### config.mk
export PLATFORM = sky130hd
export DESIGN_NAME = vunpack_flat
export DESIGN_NICKNAME = d
export VERILOG_FILES = /design/src/rtl/vga_pkg.sv /design/src/rtl/vunpack_if.sv /design/src/rtl/vdelay.sv /design/src/rtl/vunpack.sv /design/src/flat_wrapper.sv
export SDC_FILE = /design/constraint.sdc
export NUM_CORES = 1
export LEC_CHECK = 0
export BUFFER_PORTS_ARGS = -buffer_cell sky130_fd_sc_hd__buf_2
export CORE_MARGIN = 4
export CORE_UTILIZATION = 52
export DETAILED_ROUTE_END_ITERATION = 8
export PLACE_DENSITY = 0.78
export SYNTH_ARGS = -nofsm -noshare
export SYNTH_HDL_FRONTEND = slang
export SYNTH_SLANG_ARGS = --single-unit
### constraint.sdc
create_clock -name PixelClk -period 2.65 [get_ports PixelClk]
set_clock_uncertainty 0.05 [all_clocks]
set_input_delay 0.1325 -clock PixelClk [delete_from_list [all_inputs] [get_ports PixelClk]]
set_output_delay 0.1325 -clock PixelClk [all_outputs]
set_load 0.005 [all_outputs]
### src/rtl/vga_pkg.sv
// Shared definitions for the framebuffer fetch / pixel unpack stage:
// pixel format, fetch FSM states and pack-to-pixel extraction.
package vga_pkg;

    localparam int PWIDTH    = 6;
    localparam int FIELD_W   = 2;
    localparam int RED_LSB   = 4;
    localparam int GREEN_LSB = 2;
    localparam int BLUE_LSB  = 0;

    typedef enum logic [2:0] {
        IDLE,
        RD0,
        RD1,
        RD2,
        WAIT
    } fetchStateT;

    // Pack is {byte2, byte1, byte0}; pixels are packed little-endian, 6 bits each.
    function automatic logic [PWIDTH-1:0] pixExtract(input logic [23:0] pack,
                                                     input logic [1:0]  idx);
        logic [PWIDTH-1:0] pix;
        case (idx)
            2'd0:    pix = pack[5:0];
            2'd1:    pix = pack[11:6];
            2'd2:    pix = pack[17:12];
            default: pix = pack[23:18];
        endcase
        return pix;
    endfunction

endpackage

### src/rtl/vunpack_if.sv
// Byte-wide synchronous framebuffer read port: the unpacker is the master,
// the RAM is the slave (data returns the cycle after the address is sampled).
interface vunpack_if #(
    parameter int AWIDTH = 16
);
    logic [AWIDTH-1:0] MemAddr;
    logic              MemRe;
    logic [7:0]        MemData;

    modport master (output MemAddr, MemRe, input MemData);
    modport slave  (input MemAddr, MemRe, output MemData);
endinterface

### src/rtl/vdelay.sv
// N-stage single-bit delay line with asynchronous active-high reset.
module vdelay #(
    parameter int N = 4
) (
    input  logic Clk,
    input  logic Reset,
    input  logic Din,
    output logic Dout
);

    logic [N-1:0] shiftQ;

    generate
        if (N > 1) begin : gMulti
            always_ff @(posedge Clk or posedge Reset) begin
                if (Reset) shiftQ <= '0;
                else       shiftQ <= {shiftQ[N-2:0], Din};
            end
        end else begin : gSingle
            always_ff @(posedge Clk or posedge Reset) begin
                if (Reset) shiftQ <= '0;
                else       shiftQ <= Din;
            end
        end
    endgenerate

    assign Dout = shiftQ[N-1];

endmodule

### src/rtl/vunpack.sv
// Framebuffer fetch and pixel unpack: reads a 3-byte pack per address strobe
// and serialises four 2:2:2 RGB pixels, blanked outside the active window.
//
// state | meaning
// IDLE  | no fetch in flight, accepts a strobe
// RD0   | byte 0 address on the bus
// RD1   | byte 1 address on the bus
// RD2   | byte 2 address on the bus, byte 0 captured
// WAIT  | byte 2 returning; pack loads on exit, accepts a strobe
module vunpack
    import vga_pkg::*;
#(
    parameter int AWIDTH   = 16,
    parameter int BLANKDLY = 4
) (
    input  logic              PixelClk,
    input  logic              Reset,
    input  logic [AWIDTH-1:0] AddrIn,
    input  logic              AddrStb,
    input  logic              IsActHorz,
    input  logic              IsActVert,
    vunpack_if.master         mem,
    output logic [1:0]        RedOut,
    output logic [1:0]        GreenOut,
    output logic [1:0]        BlueOut,
    output logic              Overrun
);

    fetchStateT        state, stateNext;
    logic [AWIDTH-1:0] reqAddr;
    logic [AWIDTH-1:0] memAddrQ, memAddrNext;
    logic              memReQ, memReNext;
    logic [7:0]        byte0, byte1;
    logic [23:0]       packQ;
    logic [1:0]        pixLeft;
    logic [PWIDTH-1:0] pixReg;
    logic              overrunQ;
    logic              accept, busy, loadPack, capB0, capB1;
    logic              actDly;

    assign accept = AddrStb && ((state == IDLE) || (state == WAIT));
    assign busy   = (state == RD0) || (state == RD1) || (state == RD2);

    always_ff @(posedge PixelClk or posedge Reset) begin
        if (Reset) state <= IDLE;
        else       state <= stateNext;
    end

    always_comb begin
        stateNext   = state;
        memAddrNext = memAddrQ;
        memReNext   = memReQ;
        loadPack    = 1'b0;
        capB0       = 1'b0;
        capB1       = 1'b0;
        case (state)
            IDLE: begin
                if (accept) begin
                    stateNext   = RD0;
                    memAddrNext = AddrIn;
                    memReNext   = 1'b1;
                end
            end
            RD0: begin
                stateNext   = RD1;
                memAddrNext = reqAddr + AWIDTH'(1);
            end
            RD1: begin
                stateNext   = RD2;
                memAddrNext = reqAddr + AWIDTH'(2);
                capB0       = 1'b1;
            end
            RD2: begin
                stateNext = WAIT;
                memReNext = 1'b0;
                capB1     = 1'b1;
            end
            WAIT: begin
                loadPack = 1'b1;
                if (accept) begin
                    stateNext   = RD0;
                    memAddrNext = AddrIn;
                    memReNext   = 1'b1;
                end else begin
                    stateNext = IDLE;
                end
            end
            default: begin
                stateNext = IDLE;
                memReNext = 1'b0;
            end
        endcase
    end

    always_ff @(posedge PixelClk or posedge Reset) begin
        if (Reset) begin
            reqAddr  <= '0;
            memAddrQ <= '0;
            memReQ   <= 1'b0;
            byte0    <= '0;
            byte1    <= '0;
            overrunQ <= 1'b0;
        end else begin
            memAddrQ <= memAddrNext;
            memReQ   <= memReNext;
            if (accept) reqAddr <= AddrIn;
            if (capB0)  byte0   <= mem.MemData;
            if (capB1)  byte1   <= mem.MemData;
            if (AddrStb && busy) overrunQ <= 1'b1;
        end
    end

    // Byte 2 bypasses straight from the RAM so a strobe every 4 cycles leaves no pixel gap.
    always_ff @(posedge PixelClk or posedge Reset) begin
        if (Reset) begin
            packQ   <= '0;
            pixReg  <= '0;
            pixLeft <= '0;
        end else if (loadPack) begin
            packQ   <= {mem.MemData, byte1, byte0};
            pixReg  <= pixExtract({mem.MemData, byte1, byte0}, 2'd0);
            pixLeft <= 2'd3;
        end else if (pixLeft != 2'd0) begin
            pixReg  <= pixExtract(packQ, 2'd0 - pixLeft);
            pixLeft <= pixLeft - 2'd1;
        end else begin
            pixReg  <= '0;
        end
    end

    vdelay #(
        .N (BLANKDLY)
    ) uActDelay (
        .Clk   (PixelClk),
        .Reset (Reset),
        .Din   (IsActHorz & IsActVert),
        .Dout  (actDly)
    );

    assign mem.MemAddr = memAddrQ;
    assign mem.MemRe   = memReQ;
    assign Overrun     = overrunQ;
    assign RedOut      = actDly ? pixReg[RED_LSB   +: FIELD_W] : '0;
    assign GreenOut    = actDly ? pixReg[GREEN_LSB +: FIELD_W] : '0;
    assign BlueOut     = actDly ? pixReg[BLUE_LSB  +: FIELD_W] : '0;

endmodule

### src/flat_wrapper.sv
// flat-port wrapper written by rule: the top's interface ports become plain ports
module vunpack_flat import vga_pkg::*;
#(
    parameter int AWIDTH   = 16,
    parameter int BLANKDLY = 4
)
  (PixelClk, Reset, AddrIn, AddrStb, IsActHorz, IsActVert, RedOut, GreenOut, BlueOut, Overrun, mem_MemAddr, mem_MemRe, mem_MemData);
  vunpack_if #(.AWIDTH(AWIDTH)) mem_i ();
  input  logic PixelClk;
  input  logic Reset;
  input  logic [AWIDTH-1:0] AddrIn;
  input  logic AddrStb;
  input  logic IsActHorz;
  input  logic IsActVert;
  output logic [1:0] RedOut;
  output logic [1:0] GreenOut;
  output logic [1:0] BlueOut;
  output logic Overrun;
  output wire logic [$bits(mem_i.MemAddr)-1:0] mem_MemAddr;
  output wire logic [$bits(mem_i.MemRe)-1:0] mem_MemRe;
  input wire logic [$bits(mem_i.MemData)-1:0] mem_MemData;
  assign mem_MemAddr = mem_i.MemAddr;
  assign mem_MemRe = mem_i.MemRe;
  assign mem_i.MemData = mem_MemData;
  vunpack #(.AWIDTH(AWIDTH), .BLANKDLY(BLANKDLY)) u_core (.PixelClk(PixelClk), .Reset(Reset), .AddrIn(AddrIn), .AddrStb(AddrStb), .IsActHorz(IsActHorz), .IsActVert(IsActVert), .mem(mem_i), .RedOut(RedOut), .GreenOut(GreenOut), .BlueOut(BlueOut), .Overrun(Overrun));
endmodule
After elaboration in Yosys (flattened, before gate mapping)
Index checks and enable logic that the tools add are counted.

Input bits: 29. Word-level logic and storage cells: 57. Output and inout port bits: 24. Flip-flop bits (word level): 89.

Add/subtract/negate cells: 4. Reductions and logical operators: 14. Bitwise operators: 2. Muxes and demuxes: 18. Equal/unequal tests: 8.

Operators with widths (count): one-hot mux 16 bit (3 select lines) (1); one-hot mux 6 bit (3 select lines) (1); adder 16 x 1 -> 16 bit (second input constant) (1); adder 16 x 2 -> 16 bit (second input constant) (1); 2-to-1 mux 16 bit (1); one-hot mux 3 bit (5 select lines) (1); 2-to-1 mux 6 bit (2); 2-to-1 mux 2 bit (5); == test 3 x 2 -> 1 bit (second input constant) (2); 2-to-1 mux 1 bit (5); != test 2 x 1 -> 1 bit (second input constant) (2); AND reduction 2 bit (2); nonzero test 2 bit (2); OR reduction 2 bit (2); == test 3 x 1 -> 1 bit (second input constant) (1); == test 3 bit (second input constant) (1); zero test 3 bit (1); logical OR 1 bit (3); 2-to-1 mux 3 bit (1); nonzero test 3 bit (1); == test 2 x 1 -> 1 bit (second input constant) (1); == test 2 bit (second input constant) (1); logical AND 1 bit (2); zero test 2 bit (1); 5 further kinds (5).

Longest topological paths before layout
Word-level depth: 5. Gate-level depth with buffers: 7. Gate-level depth less buffers: 6.

Hierarchy
From an unflattened synthesis, not the netlist that was laid out.

Cells, all modules: 444. Area total of the unflattened synthesis: 4300.4 um^2.

By module, submodules not included: vunpack (instances 1, cells an instance 439, sequential area each 2127.0 um^2, area each 4196.5 um^2); vdelay (instances 1, cells an instance 5, sequential area each 100.1 um^2, area each 103.8 um^2).

Least setup slack after synthesis
Ideal clock, no wire load.

Kind: register -> register. Start point: register u_core.reqAddr[1]. End point: register u_core.memAddrQ[15] (netlist: u_core.mem.MemAddr[15]). Data required time: 2.474 ns. Arrival: 1.547 ns. Library setup time: 0.126 ns. Clock period less this slack: 1.723 ns. Path slack: 0.927 ns. Stages on the path, launching flop included: 7. Cell sequence: dfrtp_1 > ha_1 > nand3_4 > nor2_1 > nand2_1 > and3b_1 > o32a_1.

Word-level cells in the longest chain between the ends: 2. Elaborated cells between the ends (all ways): 3. Classes of those cells: add/sub: 2; mux: 1.

Ends and longest elaborated chain: from (decl) (line vunpack.sv:30) `logic [AWIDTH-1:0] reqAddr;`; from (signal assigned) (line vunpack.sv:106) `if (accept) reqAddr <= AddrIn;`; adder 16 x 2 -> 16 bit / adder 16 x 1 -> 16 bit (equally long branches) (line vunpack.sv:70, vunpack.sv:66); one-hot mux 16 bit (3 select lines) (*) (line vunpack.sv:56) `case (state)`; to (signal assigned) (line vunpack.sv:104) `memAddrQ <= memAddrNext;`; to (decl) (line vunpack.sv:31) `logic [AWIDTH-1:0] memAddrQ, memAddrNext;`.

Mark *: on every way between the ends. The rest lies on a longest branch, timed or not. A chain may end at the register's enable or synchronous reset.

Final worst setup path
Start point: register u_core.state[0]. End point: register u_core.memAddrQ[7] (netlist: u_core.mem.MemAddr[7]).

Word-level cells in the longest chain between the ends: 5. Elaborated cells between the ends (all ways): 11. Classes of those cells: eq/ne: 4; mux: 1; reduce/logical: 6.

Ends and longest elaborated chain: from (decl) (line vunpack.sv:29) `fetchStateT state, stateNext;`; from (signal assigned) (line vunpack.sv:46) `else state <= stateNext;`; == test 3 bit / zero test 3 bit (equally long branches) (line vunpack.sv:41, vunpack.sv:56); logical OR 1 bit (line vunpack.sv:41) `assign accept = AddrStb && ((state == IDLE) || (state == WAIT));`; logical AND 1 bit (line vunpack.sv:41); != test 2 x 1 -> 1 bit (no line); AND reduction 2 bit (no line).

Several ways; a longest one is shown, not always the timed one.

==> impl_results.md <==
- Routability congestion estimate: 0.839
- RSZ-0062 raised after global routing: no
- DRT iter0 DRCs: 225
- Crit path DAT: 2.25 ns
- Post-synth ARST share: 100%
- Final HPWL DP: 6.69 mm
- Synth Warn #: 0
- Clock Latency Late Sink: 0.36 ns
- Reg-to-reg slack, setup: 0.61 ns
- Post-Syn Area: 0.00425 sq mm
- Post CTS Setup Buffer Count: 0
- First-pass GRT wire length: 16.5 mm
- Critical path required time: 2.85 ns
- Die X: 98.4 um
- CTS buffer count: 9
- Leakage power: 2.33 nW
- Syn avg cell area: 9.95 sq um
- Outcome: complete, no violations
- Worst reg-to-reg path cell count: 5
- Vias per inst: 5.57
- Post-DRT Antenna Nets: 0
- Largest net degree at the start of global routing: 49
- Rows: 32
- Residual DRC: 0
- # port buffers: 52
- Vias in the first global route: 3454
- Net Count, Synth: 463
- Root Buffer: clkbuf_8
- Peak VDD IR: 0.644 mV
- Layout cells sized above 1: 22.4%
- H-tree depth reported by CTS: 3
- Gr ovfl total: 0
- Final wirelength: 9.68 mm
- Hold Crit Class: flop to flop
- Library cells used by synthesis: 45
- Final Hold Vio Count: 0
- Commonest non-fill, non-tap cell in the layout: nand2_1
- # fillers: 648
- Critical path endpoint category: flop
- Top FF cell, synth: dfrtp_1
- Pwr Density: 1210 mW/mm^2
- Reg2reg start: u_core.state[0]
- Final Util: 64.8%
- Slew headroom: 44.3%
- Core ar.: 0.00785 sq mm
- Ports: 53
- Slew @ Worst Pin: 0.834 ns
- Synth-to-layout area growth: 19.6%
- Starting density of the core: 54.1%
- WL/cell: 15.8 um
- Pins Over Slew Limit: 0
- Post-route setup slack: 0.605 ns
- Clock transition at path regs: 0.10 ns
- FF/Latch Area: 0.00223 sq mm
- Max Cap Viol: 0
- Critical path startpoint category: flop
- Commonest cells after routing, fill and taps aside: nand2_1, dfrtp_1, buf_2
- Multi-input gate area: 0.00190 sq mm
- # setup viols final: 0
- Total GRT Usage: 21.1%
- Vias after detailed routing: 3405
- Critical path destination: u_core.mem.MemAddr[7]
- Initial antenna violation count: 0
- Clock tree buffer depth: 2
- Setup CP Type: flop to flop
- 1st-pass router iterations: 6
- Post-synth EDFFs: 0
- Setup TNS: 0 ns
- Chip height: 98.4 um
- Final Cycle Share: 77.2%
- Crit Path Max Fanout: 27
- Post-synthesis cell count: 427
- Ant diodes: 0
- Fmax: 0.489 GHz
- Worst R2R End: u_core.mem.MemAddr[7]
- Final Total Pwr: 6.15 mW
- Worst Setup SP: u_core.state[0]
- Sequential fraction of the synthesis area: 52.4%
- Nets@finish: 540
- Synthesized flop and latch total: 89
- Final Critical Period: 2.04 ns
- Hold Crit Depth: 0
- CTS tree: built
- Clock sink count: 89
- Dpl ws: 0.656 ns
- Die area: 0.00968 sq mm
- Hold slack: 0.312 ns
## cell type report
class / count / share of cell area (%)
flip-flops and latches: 89 / 43.8
multi-input cells: 310 / 37.3
repair buffers: 88 / 12.1
well taps: 102 / 2.51
clock buffers: 9 / 2.44
clock inverters: 7 / 1.43
inverters: 6 / 0.468
## per-stage QoR
step,cells,instance area (sq um)
after floorplan,427,4250
after global placement,567,4610
after detailed placement,567,4610
after CTS,611,5080
after global routing,611,5080
final,611,5080
## cells by family after synthesis
family	Yosys count	share of synthesized area, %
AOI/OAI and AO/OA	69	11.0
adders and majority gates	7	2.06
xor gates and xnor gates	21	4.33
buffers and inverters	28	2.97
DFF	89	52.4
muxes	24	6.36
and+or+nand+nor	189	20.8
## cells in the mapped netlist, types with 7 or more instances
master | count | area share (%)
nand2_1 | 121 | 11
o22ai_1 | 7 | 1.0
nand3_1 | 9 | 1.1
buf_2 | 14 | 1.6
mux2_2 | 24 | 6.4
o21ai_0 | 15 | 1.8
ha_1 | 7 | 2.1
xnor2_1 | 10 | 2.1
nor2_1 | 18 | 1.6
and2_1 | 9 | 1.3
a21oi_1 | 15 | 1.8
dfrtp_1 | 89 | 52
xor2_1 | 11 | 2.3
clkbuf_1 | 7 | 0.62
## layer usage
metal  vias up  global-route usage, %  routed length [um]
met1      1682                   26.5                4060
met4         0                   7.25                 147
met2        89                   36.8                5020
met3        14                   3.50                 457
met5         -                      0                   0
li1       1620                      -                   -
## timing repair
item | 4_1_cts | 5_1_grt
hold buffers | 28 | 0
hold endpoints to repair | 89 | 0
gates resized for setup | 0 | 0
## where the power goes
group | leakage [nW] | total [mW] | switching (mW) | internal, mW
sequential | 1.07 | 2.62 | 0.607 | 2.02
clock | 0.0966 | 0.917 | 0.549 | 0.368
combinational | 1.17 | 2.61 | 1.42 | 1.19
total | 2.33 | 6.15 | 2.57 | 3.57
## sequential cells by signal, summed over array words and instances (netlist names), 2 cells and up
name                     cells
u_core.packQ                24
u_core.mem.MemAddr          16
u_core.reqAddr              16
u_core.byte0                 8
u_core.byte1                 8
u_core.pixReg                6
u_core.uActDelay.shiftQ      4
u_core.state                 3
u_core.pixLeft               2
## critical path: stages, from the launching register on
cell and delay [ns]:
dfrtp_1 0.49, nor2_1 0.18, nand2_1 0.32, nand2_2 0.53, o21ai_0 0.18, o22a_1 0.20
## worst min-delay path by stage
stage / from / to / slack (ns)
floorplan: mem_MemData[0] / u_core.byte0[0] / 0.19
global placement: Reset / u_core.mem.MemAddr[3] / 0.26
detailed placement: Reset / u_core.mem.MemAddr[5] / 0.27
CTS: u_core.uActDelay.shiftQ[0] / u_core.uActDelay.shiftQ[1] / 0.32
global route: u_core.uActDelay.shiftQ[0] / u_core.uActDelay.shiftQ[1] / 0.32
finish: u_core.uActDelay.shiftQ[0] / u_core.uActDelay.shiftQ[1] / 0.31
Power figures use the tool's default switching activity.
